==> src/rtl/xnor_parity_rx_if.sv <==
// Serial link bundle for xnor_parity_rx: rx pin in, decoded word and status out.
// With XNOR_PARITY_RX_ERRCNT_EN defined the bundle also carries err_count.
interface xnor_parity_rx_if #(
    parameter int unsigned DATA_BITS = 4
);
    logic                 rx;
    logic [DATA_BITS-1:0] data_out;
    logic                 out_valid;
    logic                 parity_err;
    logic                 frame_err;
    logic                 busy;
`ifdef XNOR_PARITY_RX_ERRCNT_EN
    logic [7:0]           err_count;

    modport master (output rx, input data_out, out_valid, parity_err, frame_err, busy, err_count);
    modport slave  (input rx, output data_out, out_valid, parity_err, frame_err, busy, err_count);
`else
    modport master (output rx, input data_out, out_valid, parity_err, frame_err, busy);
    modport slave  (input rx, output data_out, out_valid, parity_err, frame_err, busy);
`endif
endinterface

==> src/rtl/xnor_parity_rx.sv <==
// XNOR-parity frame receiver: start, DATA_BITS data LSB-first, parity, stop; mid-bit sampling.
// Optional XNOR_PARITY_RX_ERRCNT_EN adds a saturating 8-bit error counter on bus.err_count.
module xnor_parity_rx #(
    parameter int unsigned DATA_BITS    = 4,
    parameter int unsigned CLKS_PER_BIT = 4
) (
    input  logic            clk,
    input  logic            rst,
    xnor_parity_rx_if.slave bus
);
    localparam int unsigned TMR_W = (CLKS_PER_BIT > 2) ? $clog2(CLKS_PER_BIT) : 1;
    localparam int unsigned BIT_W = (DATA_BITS > 1) ? $clog2(DATA_BITS) : 1;

    typedef enum logic [2:0] {IDLE, START, DATA, PARITY, STOP, WAIT_IDLE} state_t;

    state_t               state, state_nx;
    logic [TMR_W-1:0]     timer;
    logic [BIT_W-1:0]     bit_cnt;
    logic [DATA_BITS-1:0] shreg;
    logic                 p_bit;
    logic                 strobe_pend;
    logic                 timer_clr, data_smp, par_smp, stop_smp;
    logic                 full_bit, half_bit;

    always_ff @(posedge clk) begin
        if (rst) state <= IDLE;
        else     state <= state_nx;
    end

    // Timer is cleared on every state change so each wait starts from zero.
    always_comb begin
        state_nx  = state;
        timer_clr = 1'b0;
        data_smp  = 1'b0;
        par_smp   = 1'b0;
        stop_smp  = 1'b0;
        full_bit  = (timer == TMR_W'(CLKS_PER_BIT - 1));
        half_bit  = (timer == TMR_W'(CLKS_PER_BIT / 2 - 1));
        case (state)
            IDLE: begin
                timer_clr = 1'b1;
                if (!bus.rx) state_nx = START;
            end
            START: begin
                if (half_bit) begin
                    timer_clr = 1'b1;
                    state_nx  = bus.rx ? IDLE : DATA;
                end
            end
            DATA: begin
                if (full_bit) begin
                    timer_clr = 1'b1;
                    data_smp  = 1'b1;
                    if (bit_cnt == BIT_W'(DATA_BITS - 1)) state_nx = PARITY;
                end
            end
            PARITY: begin
                if (full_bit) begin
                    timer_clr = 1'b1;
                    par_smp   = 1'b1;
                    state_nx  = STOP;
                end
            end
            STOP: begin
                if (full_bit) begin
                    timer_clr = 1'b1;
                    stop_smp  = 1'b1;
                    state_nx  = bus.rx ? IDLE : WAIT_IDLE;
                end
            end
            WAIT_IDLE: begin
                timer_clr = 1'b1;
                if (bus.rx) state_nx = IDLE;
            end
            default: begin
                timer_clr = 1'b1;
                state_nx  = IDLE;
            end
        endcase
    end

    // Datapath: bit capture, result registers and the delayed valid strobe.
    always_ff @(posedge clk) begin
        if (rst) begin
            timer          <= '0;
            bit_cnt        <= '0;
            shreg          <= '0;
            p_bit          <= 1'b0;
            strobe_pend    <= 1'b0;
            bus.data_out   <= '0;
            bus.out_valid  <= 1'b0;
            bus.parity_err <= 1'b0;
            bus.frame_err  <= 1'b0;
            bus.busy       <= 1'b0;
        end else begin
            timer <= timer_clr ? '0 : timer + TMR_W'(1);
            if (state != DATA)
                bit_cnt <= '0;
            else if (data_smp && (bit_cnt != BIT_W'(DATA_BITS - 1)))
                bit_cnt <= bit_cnt + BIT_W'(1);
            if (data_smp) shreg[bit_cnt] <= bus.rx;
            if (par_smp)  p_bit <= bus.rx;
            if (stop_smp) begin
                bus.data_out   <= shreg;
                bus.parity_err <= ~((^shreg) ^ p_bit);
                bus.frame_err  <= ~bus.rx;
            end
            strobe_pend   <= stop_smp;
            bus.out_valid <= strobe_pend;
            bus.busy      <= (state_nx != IDLE);
        end
    end

`ifdef XNOR_PARITY_RX_ERRCNT_EN
    // Counts errored strobes, sticking at all-ones.
    always_ff @(posedge clk) begin
        if (rst)
            bus.err_count <= '0;
        else if (bus.out_valid && (bus.parity_err || bus.frame_err) && (bus.err_count != 8'hFF))
            bus.err_count <= bus.err_count + 8'd1;
    end
`endif

endmodule
==> src/flat_wrapper.sv <==
// flat-port wrapper written by rule: the top's interface ports become plain ports
module xnor_parity_rx_flat 
#(
    parameter int unsigned DATA_BITS    = 4,
    parameter int unsigned CLKS_PER_BIT = 4
)
  (clk, rst, bus_rx, bus_data_out, bus_out_valid, bus_parity_err, bus_frame_err, bus_busy);
  xnor_parity_rx_if #(.DATA_BITS(DATA_BITS)) bus_i ();
  input  logic clk;
  input  logic rst;
  input wire logic [$bits(bus_i.rx)-1:0] bus_rx;
  output wire logic [$bits(bus_i.data_out)-1:0] bus_data_out;
  output wire logic [$bits(bus_i.out_valid)-1:0] bus_out_valid;
  output wire logic [$bits(bus_i.parity_err)-1:0] bus_parity_err;
  output wire logic [$bits(bus_i.frame_err)-1:0] bus_frame_err;
  output wire logic [$bits(bus_i.busy)-1:0] bus_busy;
  assign bus_i.rx = bus_rx;
  assign bus_data_out = bus_i.data_out;
  assign bus_out_valid = bus_i.out_valid;
  assign bus_parity_err = bus_i.parity_err;
  assign bus_frame_err = bus_i.frame_err;
  assign bus_busy = bus_i.busy;
  xnor_parity_rx #(.DATA_BITS(DATA_BITS), .CLKS_PER_BIT(CLKS_PER_BIT)) u_core (.clk(clk), .rst(rst), .bus(bus_i));
endmodule
==> config.mk <==
export PLATFORM = sky130hd
export DESIGN_NAME = xnor_parity_rx_flat
export DESIGN_NICKNAME = d
export VERILOG_FILES = /design/src/rtl/xnor_parity_rx_if.sv /design/src/rtl/xnor_parity_rx.sv /design/src/flat_wrapper.sv
export SDC_FILE = /design/constraint.sdc
export NUM_CORES = 1
export LEC_CHECK = 0
export BUFFER_PORTS_ARGS = -buffer_cell sky130_fd_sc_hd__buf_2
export CAP_MARGIN = 40
export CORE_MARGIN = 2
export CORE_UTILIZATION = 54
export DETAILED_ROUTE_END_ITERATION = 16
export GPL_TIMING_DRIVEN = 1
export PLACE_DENSITY_LB_ADDON = 0.12
export SYNTH_ARGS = -nofsm -noshare
export SYNTH_HDL_FRONTEND = slang
export SYNTH_SLANG_ARGS = --single-unit
==> constraint.sdc <==
create_clock -name clk -period 2.2 [get_ports clk]
set_clock_uncertainty 0.15 [all_clocks]
set_input_delay 0.22 -clock clk [delete_from_list [all_inputs] [get_ports clk]]
set_output_delay 0.22 -clock clk [all_outputs]
set_load 0.05 [all_outputs]
==> flow_results.org, run 1 <==
** Synthesis
- The portion of synthesized area spent on multiplexers is 0.0191.
- The post-synthesis compound-gate area fraction came to 0.110.
- Counting every instance in the synthesized netlist gives 117.
- Synthesized cell area :: 1050 µm²
- For this run, the register share of the synthesized area comes to 0.401.
- Of the total synthesized cell area, the portion taken by AND, OR, NAND and NOR gates is 0.268.
- Largest family of logic cells by synthesized area :: simple AND/OR/NAND/NOR gates
- Synthesis inferred 21 register bits.
- The number of nets in the synthesized netlist is 127.
- Mean instance size in the synthesized netlist :: 8.95 µm²
- Yosys mapped the design onto 32 distinct sky130hd cell types.
- Post-synthesis adder-cell area fraction :: 0.0836
- The Yosys step of the flow raised 0 warnings.
- Xor and xnor area share after synthesis :: 0.0502

** Die
- Placement Rows :: 15
- For this configuration, the core starts out at a cell density of 0.587.
- The core region is 1780 µm².
- Horizontal extent of the die :: 48.0 µm
- 11 I/O pins were placed.
- The die covers 2310 µm².
- Die height :: 48.0 µm

** Clock tree
- CTS placed an instance of sky130_fd_sc_hd__clkbuf_4 at the clock tree root.
- Post-CTS resize count :: 0
- Max Root-Sink Buffers :: 2
- Counting every sink on the clock net gives 21.
- Worst-skew pair later-pin latency :: 290 ps
- Clock-pin slew was measured on the worst setup and hold paths at 110 ps.
- Inserted Clock Buffers :: 3
- TritonCTS clock tree :: built
- In this run, post-CTS hold repair placed 0 buffers.
- CTS built an H-tree with a depth of 1.
- Number of buffers inserted to repair setup after CTS :: 0

** Worst setup path
- Launch point of the worst path :: u_core.timer[0]$_SDFF_PP0_
- Worst EP required :: 2230 ps
- The critical path is of the flop to flop type.
- Worst path arrival time :: 1900 ps
- STA classifies the critical path startpoint as a flop.
- Worst-path cell with the longest stage delay :: sky130_fd_sc_hd__and4bb_1
- Traced cell by cell, the critical path runs through ha_1 -> and4bb_1 -> and2b_4 -> mux2i_1 -> nor4_2.
- Crit path capture type :: flop
- The worst register-to-register path begins at u_core.timer[0]$_SDFF_PP0_.
- For this run, the slowest stage of the critical path takes 420 ps.
- Crit-path max FO :: 9

** Timing
- Pin slew with the least headroom to its limit :: 424 ps
- For the finished layout, the period the worst path requires is 1870 ps.
- Unrepaired setup endpoints after global routing :: no
- Of the available clock period, the critical path in the final layout requires 0.851.
- Across all hold checks on the routed design, the worst slack comes to 104 ps.
- Setup_tns :: 0 ps
- The count of final hold-check violations came to 0.
- Final Worst Setup Slack :: 327 ps
- Max Clk Rate :: 534 MHz
- The final count of pins violating max slew is 0.
- Worst rel slew slack :: 0.717
- Setup violations remaining at the end of the flow were counted as 0.

** Global route
- In the global route stage, overall resource usage came out at 0.167.
- The number of antenna violations at the first check in global routing came to 0.
- Entering global routing, the biggest net connects 19 pins.
- Number of global-route vias before repair :: 638
- For this run the aggregate overflow at the end of global routing stands at 0.
- First-pass GRT wire length :: 2660 µm

** Run
- Number of maximum-capacitance constraint violations :: 0

** Route
- Antenna violation net count after detailed routing :: 0
- After the first detailed-routing iteration, the DRC count stood at 17.
- The final layout contains routed wiring with a total length of 1680 µm.
- The first detailed-routing pass took 4 iterations.
- In the routed design, unresolved DRC markers number 0.
- In the routed layout, each cell is associated on average with a via count of 5.16.
- Number of vias in the routed layout :: 763
- Wire length per cell :: 11.4 µm

** Layout
- The repair_antennas step left the layout with diodes totalling 0.
- In the final layout, the share of cells above drive strength 1 is 0.146.
- Layout fillers :: 169
- Leaving out fill and tap cells, the most frequent cell in the layout is sky130_fd_sc_hd__dfxtp_1.
- Most frequent cells in the layout :: sky130_fd_sc_hd__dfxtp_1, sky130_fd_sc_hd__nand2_1, sky130_fd_sc_hd__a21oi_1
- Post-layout nets :: 134
- From synthesis to final layout, the design area changed by 5.38%.

** Pwr
- Summed over all cells, the static leakage comes to 0.428 nW.
- Power density over cell area :: 560 nW/µm²
- Worst-case vdd ir drop :: 0.453 mV

** Status
- The run finished with clean final reports.

** Min path
- Path class of the lowest-slack min-delay path :: input pin to flop
- In this run the most critical hold path is launched from bus_rx.

** Place
- Total of buffers placed on input and output ports :: 10
- Detailed placement finished with a half-perimeter wire length of 1230 µm.
- Routability-driven placement finished with a final weighted congestion of 0.786.
- Pre-CTS setup slack :: 345 ps
==> cells in the mapped netlist <==
cell,number,area [µm²]
sky130_fd_sc_hd__dfxtp_1,21,420
sky130_fd_sc_hd__nand2_1,17,63.8
sky130_fd_sc_hd__a21oi_1,12,60.1
sky130_fd_sc_hd__nor2_1,9,33.8
sky130_fd_sc_hd__ha_1,7,87.6
sky130_fd_sc_hd__inv_1,5,18.8
sky130_fd_sc_hd__nand3_1,5,25.0
sky130_fd_sc_hd__xnor2_1,5,43.8
sky130_fd_sc_hd__clkbuf_1,3,11.3
sky130_fd_sc_hd__nand2b_1,3,18.8
sky130_fd_sc_hd__a211oi_1,2,15.0
sky130_fd_sc_hd__a21o_1,2,15.0
sky130_fd_sc_hd__and4bb_1,2,25.0
sky130_fd_sc_hd__buf_4,2,15.0
sky130_fd_sc_hd__buf_6,2,22.5
sky130_fd_sc_hd__mux2i_1,2,20.0
sky130_fd_sc_hd__nor4_2,2,25.0
sky130_fd_sc_hd__or2_1,2,12.5
sky130_fd_sc_hd__a31oi_1,1,6.26
sky130_fd_sc_hd__and2b_4,1,10.0
sky130_fd_sc_hd__buf_1,1,3.75
sky130_fd_sc_hd__nand2b_4,1,13.8
sky130_fd_sc_hd__nand3b_1,1,7.51
sky130_fd_sc_hd__nand4bb_1,1,11.3
sky130_fd_sc_hd__nor2b_1,1,6.26
sky130_fd_sc_hd__nor4b_1,1,8.76
sky130_fd_sc_hd__nor4bb_1,1,10.0
sky130_fd_sc_hd__o21ai_0,1,5.00
sky130_fd_sc_hd__o21bai_1,1,7.51
sky130_fd_sc_hd__o22ai_1,1,6.26
sky130_fd_sc_hd__or3b_1,1,8.76
sky130_fd_sc_hd__xor2_1,1,8.76
==> metal layers <==
| layer | routed length, µm | GRT usage | up-vias |
|---|---|---|---|
| li1 | - | - | 403 |
| met1 | 804 | 0.196 | 344 |
| met2 | 796 | 0.285 | 12 |
| met3 | 51 | 0.0340 | 4 |
| met4 | 27 | 0.0811 | 0 |
| met5 | 0 | 0 | - |
==> flip-flops by register name, summed over array words and instances, names as in the netlist <==
signal	count
u_core.state	3
u_core.bus.data_out	4
u_core.timer	2
u_core.bit_cnt	2
u_core.p_bit	1
u_core.bus.frame_err	1
u_core.shreg	4
u_core.bus.parity_err	1
u_core.bus.busy	1
u_core.strobe_pend	1
u_core.bus.out_valid	1
==> path summary, 6_finish.rpt <==
| check | endpoint | slack [ps] | depth (start not counted) |
|---|---|---|---|
| worst max-delay path | u_core.bit_cnt[1]$_SDFFE_PP0P_ | 330 | 5 |
| worst min-delay path | u_core.shreg[2]$_SDFFE_PP0P_ | 100 | 3 |
| worst max register to register | u_core.bit_cnt[1]$_SDFFE_PP0P_ | 330 | 5 |
| worst min register to register | u_core.bus.out_valid$_SDFF_PP0_ | 310 | 1 |
==> cell type report <==
class / instances / area (µm²) / share of cell area
Clock buffer: 3 / 22.5 / 0.0204
Clock inverter: 1 / 5.00 / 0.00454
Inverter: 5 / 18.8 / 0.0170
Multi-Input combinational cell: 83 / 556 / 0.503
Sequential cell: 21 / 420 / 0.381
Tap cell: 25 / 31.3 / 0.0283
Timing Repair Buffer: 10 / 50.0 / 0.0454
==> per-stage QoR <==
step           instances  power, mW  instance area [µm²]  utilization
6_report             148      0.618                 1100        0.619
5_1_grt              148      0.640                 1100        0.619
4_1_cts              148      0.630                 1100        0.619
3_5_place_dp         144      0.449                 1080        0.604
3_3_place_gp         144      0.447                 1080        0.604
2_1_floorplan        117      0.442                 1050            -
==> worst max-delay path: cells and delay by family, from the launching register on <==
family | cells | cell delay [ps]
adder cells (fa/ha/maj) | 1 | 280
flip-flops | 1 | 400
multiplexers | 1 | 230
AND/OR/NAND/NOR | 3 | 690
==> report_power, final <==
| part | switching [mW] | internal (mW) |
|---|---|---|
| Clock | 0.111 | 0.0676 |
| Sequential | 0.00973 | 0.386 |
| Combinational | 0.0254 | 0.0178 |
| Total | 0.146 | 0.472 |
==> logic make-up after synthesis <==
kind of cell,Yosys count
xor+xnor,6
flops,21
fa+ha+maj,7
compound gates,20
buf+inv,13
mux,2
simple gates,48
Note: power is estimated with default switching activity, not from simulation.
==> run 2: changes to the inputs <==
Settings changed: CELL_PAD_IN_SITES_DETAIL_PLACEMENT set to 1, CELL_PAD_IN_SITES_GLOBAL_PLACEMENT set to 1, CORE_UTILIZATION 54 to 43.
==> flow_results.org, run 2 (synthesis results as in run 1) <==
** Pwr
- Switching Share :: 0.248 (+0.0114)
- The static power due to leakage came to 0.434 nW (+1.3%).
- The sequential cell fraction of total power is 0.629 (-0.012).
- Power density over cell area :: 563 nW/µm² (+0.65%)
- The combinational cell fraction of total power was 0.074 (+0.004).
- The cell internal power dissipation is 0.472 mW (+0.16%).
- Share of power burned in the clock network :: 0.297 (+0.008)
- The overall power was 0.628 mW (+1.7%).
- Worst-case vdd ir drop :: 0.356 mV (-22%)
- Switching power :: 0.156 mW (+6.6%)

** Timing
- Min cycle time layout :: 1840 ps (-28.5 ps)
- The transition at the pin with the smallest max-transition slack was 423 ps (-0.879 ps).
- The final count of pins violating max slew was 0 (unchanged).
- Max Clk Rate :: 542 MHz (+1.5%)
- The minimum setup slack in the final design was 356 ps (+28.5 ps).
- Worst rel slew slack :: 0.718 (about the same)
- The worst hold slack was 109 ps (+5.46 ps).
- Unrepaired setup endpoints after global routing :: no
- Ratio of final minimum period to clock period :: 0.838 (-0.0130)
- Final setup fails :: 0 (unchanged)
- The setup total negative slack was 0 ps (unchanged).
- Final-report hold violation count :: 0 (unchanged)

** Clock tree
- Clock transition time at the flip-flop clock pins of the worst setup and hold paths :: 110 ps (about the same)
- The deepest level of the CTS H-tree came to 1 (unchanged).
- The number of buffers inserted to repair setup after CTS came to 0 (unchanged).
- The tree is rooted in a sky130_fd_sc_hd__clkbuf_4.
- TritonCTS built the clock tree.
- The number of sinks driven by the clock tree is 21 (unchanged).
- The quantity of hold-fixing buffers added after cts came to 0 (unchanged).
- Inserted Clock Buffers :: 3 (unchanged)
- Worst-skew pair later-pin latency :: 300 ps (about the same)
- Post-CTS resize count :: 0 (unchanged)
- Max Root-Sink Buffers :: 2 (unchanged)

** Layout
- Number of antenna diodes :: 0 (unchanged)
- Compared with the post-synthesis result, the final layout area differs by 6.45%.
- Post-layout nets :: 135 (+0.75%)
- The largest registers in the layout are u_core.bus.data_out (4), u_core.shreg (4), u_core.state (3).
- Final design area excluding fillers :: 1110 µm² (+1.0%)
- The final core area utilization came to 0.494 (-0.124).
- Count of non-filler cells in the finished layout :: 152 (+2.7%)
- Leaving out fill and tap cells, the most frequent cell in the layout is sky130_fd_sc_hd__dfxtp_1.
- Leaving out fill and tap cells, the most frequent cells in the layout are sky130_fd_sc_hd__dfxtp_1, sky130_fd_sc_hd__nand2_1, sky130_fd_sc_hd__a21oi_1.
- The share of final-layout standard cells stronger than drive strength 1 was 0.153 (+0.00688).

** Worst setup path
- The highest net fanout along the worst path is 9 (unchanged).
- Ordered cell list for the critical path :: ha_1 -> and4bb_1 -> and2b_4 -> mux2i_1 -> nor4_2
- Setup crit start kind :: flop
- The arrival time of data at the critical path endpoint was 1880 ps (-20 ps).
- STA classifies the critical path endpoint as a flop.
- The critical path in this run is classified as flop to flop.
- Worst-case register-to-register setup slack :: 360 ps (+30 ps)
- Buffers & Inverters on Critical Path :: 0 (unchanged)
- Top cell family by delay on the critical path :: simple AND/OR/NAND/NOR gates
- Peak per-stage delay on the critical path :: 410 ps (about the same)
- Worst-path cell with the longest stage delay :: sky130_fd_sc_hd__and4bb_1
- Worst EP required :: 2230 ps (about the same)

** Die
- Placement Rows :: 17 (+2)
- Die Outline Area :: 2850 µm² (+23%)
- The die height was 53.4 µm (+11%).
- Starting density of the core :: 0.464 (-0.123)
- Horizontal extent of the die :: 53.4 µm (+11%)
- The core box area is 2250 µm² (+26%).
- Num ports :: 11 (unchanged)

** Min path
- Path class of the lowest-slack min-delay path :: input pin to flop

** Route
- The number of nets still failing antenna checks after routing is 0 (unchanged).
- The detail-routed via count per cell was 5.18 (+0.43%).
- The wire length reported by the detailed router is 2020 µm (+20%).
- Number of vias in the routed layout :: 787 (+3.1%)
- The number of detailed-routing iterations run before antenna repair was 2 (-2).
- The violation count after the first detailed-routing iteration came to 2 (-15).
- DR DRC count :: 0 (unchanged)
- The wire length per cell after detailed routing was 13.3 µm (+17%).

** Place
- The placed cell count was 148 (+2.8%).
- The total half-perimeter wirelength after legalization and detailed placement came to 1530 µm (+25%).
- The port buffer count is 10 (unchanged).
- The instance area after placement is 1090 µm² (+1.0%).
- Pre-CTS setup slack :: 353 ps (+8.74 ps)
- Placer Congestion :: 0.792 (+0.83%)

** Run
- The number of maximum-capacitance constraint violations came to 0 (unchanged).

** Global route
- The largest net degree at the start of global routing was 19 (unchanged).
- The via count of the first global-routing pass was 775 (+21%).
- The total track usage is 0.165 (-0.00203).
- The wire length of the first global-routing pass is 3370 µm (+27%).
- Number of antenna violations at the first check in global routing :: 0 (unchanged)
- The global-route congestion overflow total came to 0 (unchanged).

** Status
- Result of the run :: finished, final reports clean
[run 2: cell type report]
class | count | area, µm²
Sequential cell | 21 | 420
Multi-Input combinational cell | 83 | 556
Fill cell | 297 | 1140
Inverter | 5 | 18.8
Timing Repair Buffer | 11 | 57.6
Clock buffer | 3 | 22.5
Clock inverter | 1 | 5.00
Tap cell | 28 | 35.0
[run 2: tightest hold or removal path: stages]
cell                      delay (ps)
sky130_fd_sc_hd__buf_2           160
sky130_fd_sc_hd__nand3_1          80
sky130_fd_sc_hd__a21oi_1          50
[run 2: routing by layer]
metal,vias up,wire length (µm),global-route usage
met5,-,0,0
met3,2,44,0.0254
met1,374,908,0.184
met4,0,16,0.0641
met2,9,1050,0.305
li1,402,-,-
[run 2: final timing paths]
path,start,endpoint,cells past startpoint
max,u_core.timer[0]$_SDFF_PP0_,u_core.bit_cnt[1]$_SDFFE_PP0P_,5
min,bus_rx,u_core.shreg[0]$_SDFFE_PP0P_,3
max reg2reg,u_core.timer[0]$_SDFF_PP0_,u_core.bit_cnt[1]$_SDFFE_PP0P_,5
min reg2reg,u_core.bus.data_out[0]$_SDFFE_PP0P_,u_core.bus.data_out[0]$_SDFFE_PP0P_,2
[run 2: power groups by stage]
stage | logic, mW | clock network [mW] | registers, mW
2_1_floorplan | 0.0362 | 0 | 0.406
3_3_place_gp | 0.0455 | 0 | 0.403
3_5_place_dp | 0.0474 | 0 | 0.404
4_1_cts | 0.0473 | 0.196 | 0.395
5_1_grt | 0.0515 | 0.212 | 0.397
6_report | 0.0464 | 0.186 | 0.395
